**config.mk**
```make
export PLATFORM = sky130hd
export DESIGN_NAME = round_shift_pipe
export DESIGN_NICKNAME = d
export VERILOG_FILES = /design/src/rtl/round_shift_pipe.sv
export SDC_FILE = /design/constraint.sdc
export NUM_CORES = 1
export LEC_CHECK = 0
export ABC_AREA = 1
export CAP_MARGIN = 40
export CORE_MARGIN = 4
export CORE_UTILIZATION = 61
export CTS_BUF_LIST = sky130_fd_sc_hd__clkbuf_4
export DETAILED_ROUTE_END_ITERATION = 8
export PLACE_DENSITY_LB_ADDON = 0.25
export SYNTH_ARGS = -nofsm -noshare
export SYNTH_HDL_FRONTEND = slang
export SYNTH_SLANG_ARGS = --single-unit
```
**constraint.sdc**
```tcl
create_clock -name clk -period 5 [get_ports clk]
set_clock_uncertainty 0.1 [all_clocks]
set_input_delay 0.75 -clock clk [delete_from_list [all_inputs] [get_ports clk]]
set_output_delay 0.75 -clock clk [all_outputs]
set_load 0.01 [all_outputs]
```
**src/rtl/round_shift_pipe.sv**
```systemverilog
// Two-stage round/saturate right shifter: S1 captures samples and shift, S2 holds the rounded result.
// Define ROUND_SHIFT_SAT_CNT_EN to build the saturation event counter; otherwise sat_count reads 0.
module round_shift_pipe #(
  parameter int IN_WIDTH    = 16,
  parameter int OUT_WIDTH   = 10,
  parameter int SHIFT_WIDTH = 5,
  parameter int CHANNELS    = 2,
  parameter int CNT_WIDTH   = 16
) (
  input  logic                          clk,
  input  logic                          rst,
  input  logic                          in_valid,
  output logic                          in_ready,
  input  logic [CHANNELS*IN_WIDTH-1:0]  in_data,
  input  logic [SHIFT_WIDTH-1:0]        in_shift,
  output logic                          out_valid,
  input  logic                          out_ready,
  output logic [CHANNELS*OUT_WIDTH-1:0] out_data,
  output logic [CHANNELS-1:0]           out_sat,
  input  logic                          sat_clear,
  output logic [CNT_WIDTH-1:0]          sat_count
);

  localparam logic [IN_WIDTH:0] SAT_MAX =
    {{(IN_WIDTH + 1 - OUT_WIDTH){1'b0}}, {OUT_WIDTH{1'b1}}};

  logic                          r_s1_valid;
  logic [CHANNELS*IN_WIDTH-1:0]  r_s1_data;
  logic [SHIFT_WIDTH-1:0]        r_s1_shift;
  logic                          r_out_valid;
  logic [CHANNELS*OUT_WIDTH-1:0] r_out_data;
  logic [CHANNELS-1:0]           r_out_sat;

  logic                          w_s1_load;
  logic                          w_s2_load;
  logic [CHANNELS*OUT_WIDTH-1:0] w_res;
  logic [CHANNELS-1:0]           w_sat;

  // Returns {sat, value}. Shifting by s-1 first leaves the rounding bit in t[0].
  function automatic logic [OUT_WIDTH:0] f_round_sat(input logic [IN_WIDTH-1:0]    d,
                                                     input logic [SHIFT_WIDTH-1:0] s);
    logic [IN_WIDTH:0] t;
    logic [IN_WIDTH:0] r;
    t = '0;
    r = '0;
    if (s == '0) begin
      r = {1'b0, d};
    end else if (s <= SHIFT_WIDTH'(IN_WIDTH)) begin
      t = {1'b0, d} >> (s - SHIFT_WIDTH'(1));
      r = (t >> 1) + {{IN_WIDTH{1'b0}}, t[0]};
    end
    if (r > SAT_MAX) begin
      return {1'b1, {OUT_WIDTH{1'b1}}};
    end
    return {1'b0, r[OUT_WIDTH-1:0]};
  endfunction

  assign w_s2_load = !r_out_valid || out_ready;
  assign w_s1_load = !r_s1_valid || w_s2_load;
  assign in_ready  = w_s1_load;

  always_comb begin
    w_res = '0;
    w_sat = '0;
    for (int ch = 0; ch < CHANNELS; ch++) begin
      {w_sat[ch], w_res[ch*OUT_WIDTH +: OUT_WIDTH]} =
        f_round_sat(r_s1_data[ch*IN_WIDTH +: IN_WIDTH], r_s1_shift);
    end
  end

  always_ff @(posedge clk) begin
    if (rst) begin
      r_s1_valid <= 1'b0;
      r_s1_data  <= '0;
      r_s1_shift <= '0;
    end else if (w_s1_load) begin
      r_s1_valid <= in_valid;
      if (in_valid) begin
        r_s1_data  <= in_data;
        r_s1_shift <= in_shift;
      end
    end
  end

  // Result registers only move when a real beat arrives, so they hold through bubbles.
  always_ff @(posedge clk) begin
    if (rst) begin
      r_out_valid <= 1'b0;
      r_out_data  <= '0;
      r_out_sat   <= '0;
    end else if (w_s2_load) begin
      r_out_valid <= r_s1_valid;
      if (r_s1_valid) begin
        r_out_data <= w_res;
        r_out_sat  <= w_sat;
      end
    end
  end

  assign out_valid = r_out_valid;
  assign out_data  = r_out_data;
  assign out_sat   = r_out_sat;

`ifdef ROUND_SHIFT_SAT_CNT_EN
  logic [CNT_WIDTH-1:0] r_sat_count;
  logic                 w_sat_event;

  assign w_sat_event = r_out_valid && out_ready && (|r_out_sat);

  always_ff @(posedge clk) begin
    if (rst) begin
      r_sat_count <= '0;
    end else if (sat_clear) begin
      r_sat_count <= '0;
    end else if (w_sat_event && (r_sat_count != '1)) begin
      r_sat_count <= r_sat_count + CNT_WIDTH'(1);
    end
  end

  assign sat_count = r_sat_count;
`else
  logic w_unused;

  assign w_unused  = sat_clear;
  assign sat_count = '0;
`endif

endmodule

```
==> out/results.txt <==
outcome = finished, final reports clean
Starting Density = 63.33%
fmax = 231.1 MHz
Fin Setup TNS = 0 ns
Worst path max stage delay = 0.61 ns
Total GRT Usage = 30.59%
Total Routed Length = 15110 um
Post-synth EDFFs = 0
FF-to-FF Start = r_s1_shift[0]$_SDFFE_PP0P_
fin. max-slew vios = 0
drt pass-1 iters = 8
clock root cell = clkbuf_4
antenna viol nets, final = 0
Slew Limit Headroom = 54.49%
Min-Delay Endpoint = r_s1_data[17]$_SDFFE_PP0P_
Post-synth top flop = dfxtp_1
WP data required = 5.24 ns
final core utilization = 71.73%
Critical path buffers and inverters = 4
Worst-path clk slew = 0.13 ns
Mean Syn Cell Area = 5.930 um^2
Cell Chain, Critical Path = inv_6 -> ha_1 -> inv_2 -> o21ai_0 -> and2_1 -> nand2_1 -> nand2_1 -> inv_1 -> o21ai_0 -> ha_1 -> ha_1 -> nand2_1 -> nor2_2 -> nand4_1 -> nand2_1 -> nand3_1 -> nor2_2 -> nand3_1 -> nand2_1 -> inv_1
PD cells = 279.8 mW/mm^2
Max VDD drop = 0.1537 mV
initial DRC count = 443
R2R setup slack = 0.67 ns
type of origin of the critical path = flip-flop
Worst Reg-to-Reg Cells = 20
ANT cells = 0
# port buffers = 64
RSZ-0062 raised after global routing = no
first-pass GRT wire length = 25230 um
Remaining DRCs = 0
most instantiated cells after synthesis = nand2_1, nor2_1, nand3_1
Synth top area share = 23.35%
sequential-to-total area share from yosys stat = 23.35%
worst hold path type = flip-flop to flip-flop
initial antenna violation count = 0
delay-heaviest family, CP = simple AND/OR/NAND/NOR gates
CP max FO = 30
FP Rows = 33
Crit. End Element = flip-flop
HP Start = r_s1_data[17]$_SDFFE_PP0P_
synth warn = 0
Final Setup Violations = 0
die height = 100.6 um
async set-reset flop share out of synthesis = 0%
top-count cell post-synth = nand2_1
Post-Syn Area = 0.005230 mm^2
Num CTS Buffers = 9
DR WL/cell = 14.65 um
Worst-Margin Slew = 0.6805 ns
RR Endpoint = out_sat[0]$_SDFFE_PP0P_
Hold Crit Depth = 2
Final Hold Vio Count = 0
Final min period = 4.327 ns
Gate Count Post-Synth = 882
Hold Buf Count CTS = 0
Syn-to-layout area delta = 13.25%
I/O pin count = 82
total of max-cap violations = 0
number of global-route vias before repair = 5564
Arr. time, crit path = 4.56 ns
CTS tree = done
Core Region = 0.008258 mm^2
die area = 0.01012 mm^2
CTS sink cnt = 61
Nets = 968
Most common cell on crit path = nand2_1
post-detail-place hpwl = 11430 um
Vias/cell = 5.702
Skew-Pair Late Insertion Delay = 0.43 ns
Unique masters post-synth = 50
largest area contributor in the netlist = dfxtp_1
post-route clock period utilization = 86.55%
largest net degree at the start of global routing = 63
Leak = 2.685 nW
flops & latches, synth = 61
kind of critical path = flip-flop to flip-flop
vias = 5879
PostCTS Resize Cnt = 0
total gr overflow = 0
setup bufs post-CTS = 0
largest cells by area after synthesis = dfxtp_1, nand2_1, nor2_1
Worst path slowest cell = ha_1
fill cell count = 738
H-Tree Depth = 3
layout cells sized above 1 = 9.287%
Max clock buf depth = 2
Placer Congestion = 0.9293
Die Span X = 100.6 um
## state kept, by name (all words and copies together), names as in the netlist
name,flops
out_data,20
out_sat,2
out_valid,1
r_s1_data,32
r_s1_shift,5
r_s1_valid,1
## worst register-to-register path, cell delays in order, from the launching register on
cell	delay, ns
dfxtp_1	0.43
inv_6	0.12
ha_1	0.61
inv_2	0.34
o21ai_0	0.15
and2_1	0.16
nand2_1	0.06
nand2_1	0.13
inv_1	0.10
o21ai_0	0.16
ha_1	0.22
ha_1	0.23
nand2_1	0.12
nor2_2	0.22
nand4_1	0.12
nand2_1	0.08
nand3_1	0.09
nor2_2	0.50
nand3_1	0.15
nand2_1	0.09
inv_1	0.04
## worst max path at each step
stage,endpoint,cells after the start,startpoint,slack [ns]
after floorplan,out_data[0]$_SDFFE_PP0P_,23,r_s1_shift[0]$_SDFFE_PP0P_,1.61
after global placement,out_sat[0]$_SDFFE_PP0P_,20,r_s1_shift[0]$_SDFFE_PP0P_,0.92
after detailed placement,out_sat[0]$_SDFFE_PP0P_,20,r_s1_shift[0]$_SDFFE_PP0P_,0.83
after CTS,out_sat[0]$_SDFFE_PP0P_,20,r_s1_shift[0]$_SDFFE_PP0P_,0.75
after global routing,out_data[8]$_SDFFE_PP0P_,20,r_s1_shift[0]$_SDFFE_PP0P_,0.28
final,out_sat[0]$_SDFFE_PP0P_,20,r_s1_shift[0]$_SDFFE_PP0P_,0.67
## where the power goes
group          total, mW  internal (mW)  switching (mW)
sequential         0.555          0.525          0.0295
clock              0.425          0.205           0.220
combinational      0.678          0.233           0.445
total               1.66          0.963           0.694
## routing by layer
layer  global-route usage [%]  wire (um)  part of all wire [%]  vias to the layer above
met5                        0          0                     0                        -
met4                    16.99        705                   4.7                        0
met3                    2.837        733                   4.9                       57
met2                    53.42       7524                    50                      194
met1                    36.59       6144                    41                     2711
li1                         -          -                     -                     2917
## cells by family after synthesis
logic type	Yosys count	synth area share, %
simple gates	526	46.51
buf+inv	145	13.61
compound gates	142	14.93
flops	61	23.35
fa+ha+maj	5	1.196
xor+xnor	2	0.3350
other cells	1	0.07170
## cell usage in the layout (no fill, tap or decap), types with 7 or more instances in the layout
master / synthesis / final
clkbuf_4: 0 / 9
conb_1: 1 / 16
nand2_1: 233 / 233
dfxtp_1: 61 / 61
clkdlybuf4s50_1: 0 / 64
nor2_4: 7 / 7
nor2_1: 124 / 124
nand2_2: 16 / 16
a21oi_1: 39 / 39
nand3_2: 12 / 12
inv_1: 81 / 81
nand3_1: 89 / 89
o21ai_0: 71 / 71
nor2_2: 13 / 13
nand4_1: 15 / 15
## metrics by stage
step | std cells | instance area, um^2 | worst slack, ns | hold slack [ns] | power, mW
after floorplan | 897 | 5286 | 1.609 | 0.3488 | 1.077
after global placement | 1014 | 5728 | 0.9223 | 0.3721 | 1.211
after detailed placement | 1015 | 5756 | 0.8282 | 0.3733 | 1.228
after CTS | 1031 | 5923 | 0.7516 | 0.3979 | 1.653
after global routing | 1031 | 5923 | 0.2831 | 0.4365 | 1.762
final | 1031 | 5923 | 0.6726 | 0.3983 | 1.657
## area by class of cell
| type | count | area [um^2] | share of cell area (%) |
|---|---|---|---|
| Clock buffer | 9 | 67.56 | 1.141 |
| Clock inverter | 7 | 100.1 | 1.690 |
| Inverter | 87 | 336.6 | 5.682 |
| Multi-Input combinational cell | 691 | 3353 | 56.61 |
| Sequential cell | 61 | 1221 | 20.62 |
| Tap cell | 105 | 131.4 | 2.218 |
| Timing Repair Buffer | 71 | 713.2 | 12.04 |
Power figures use the tool's default switching activity.
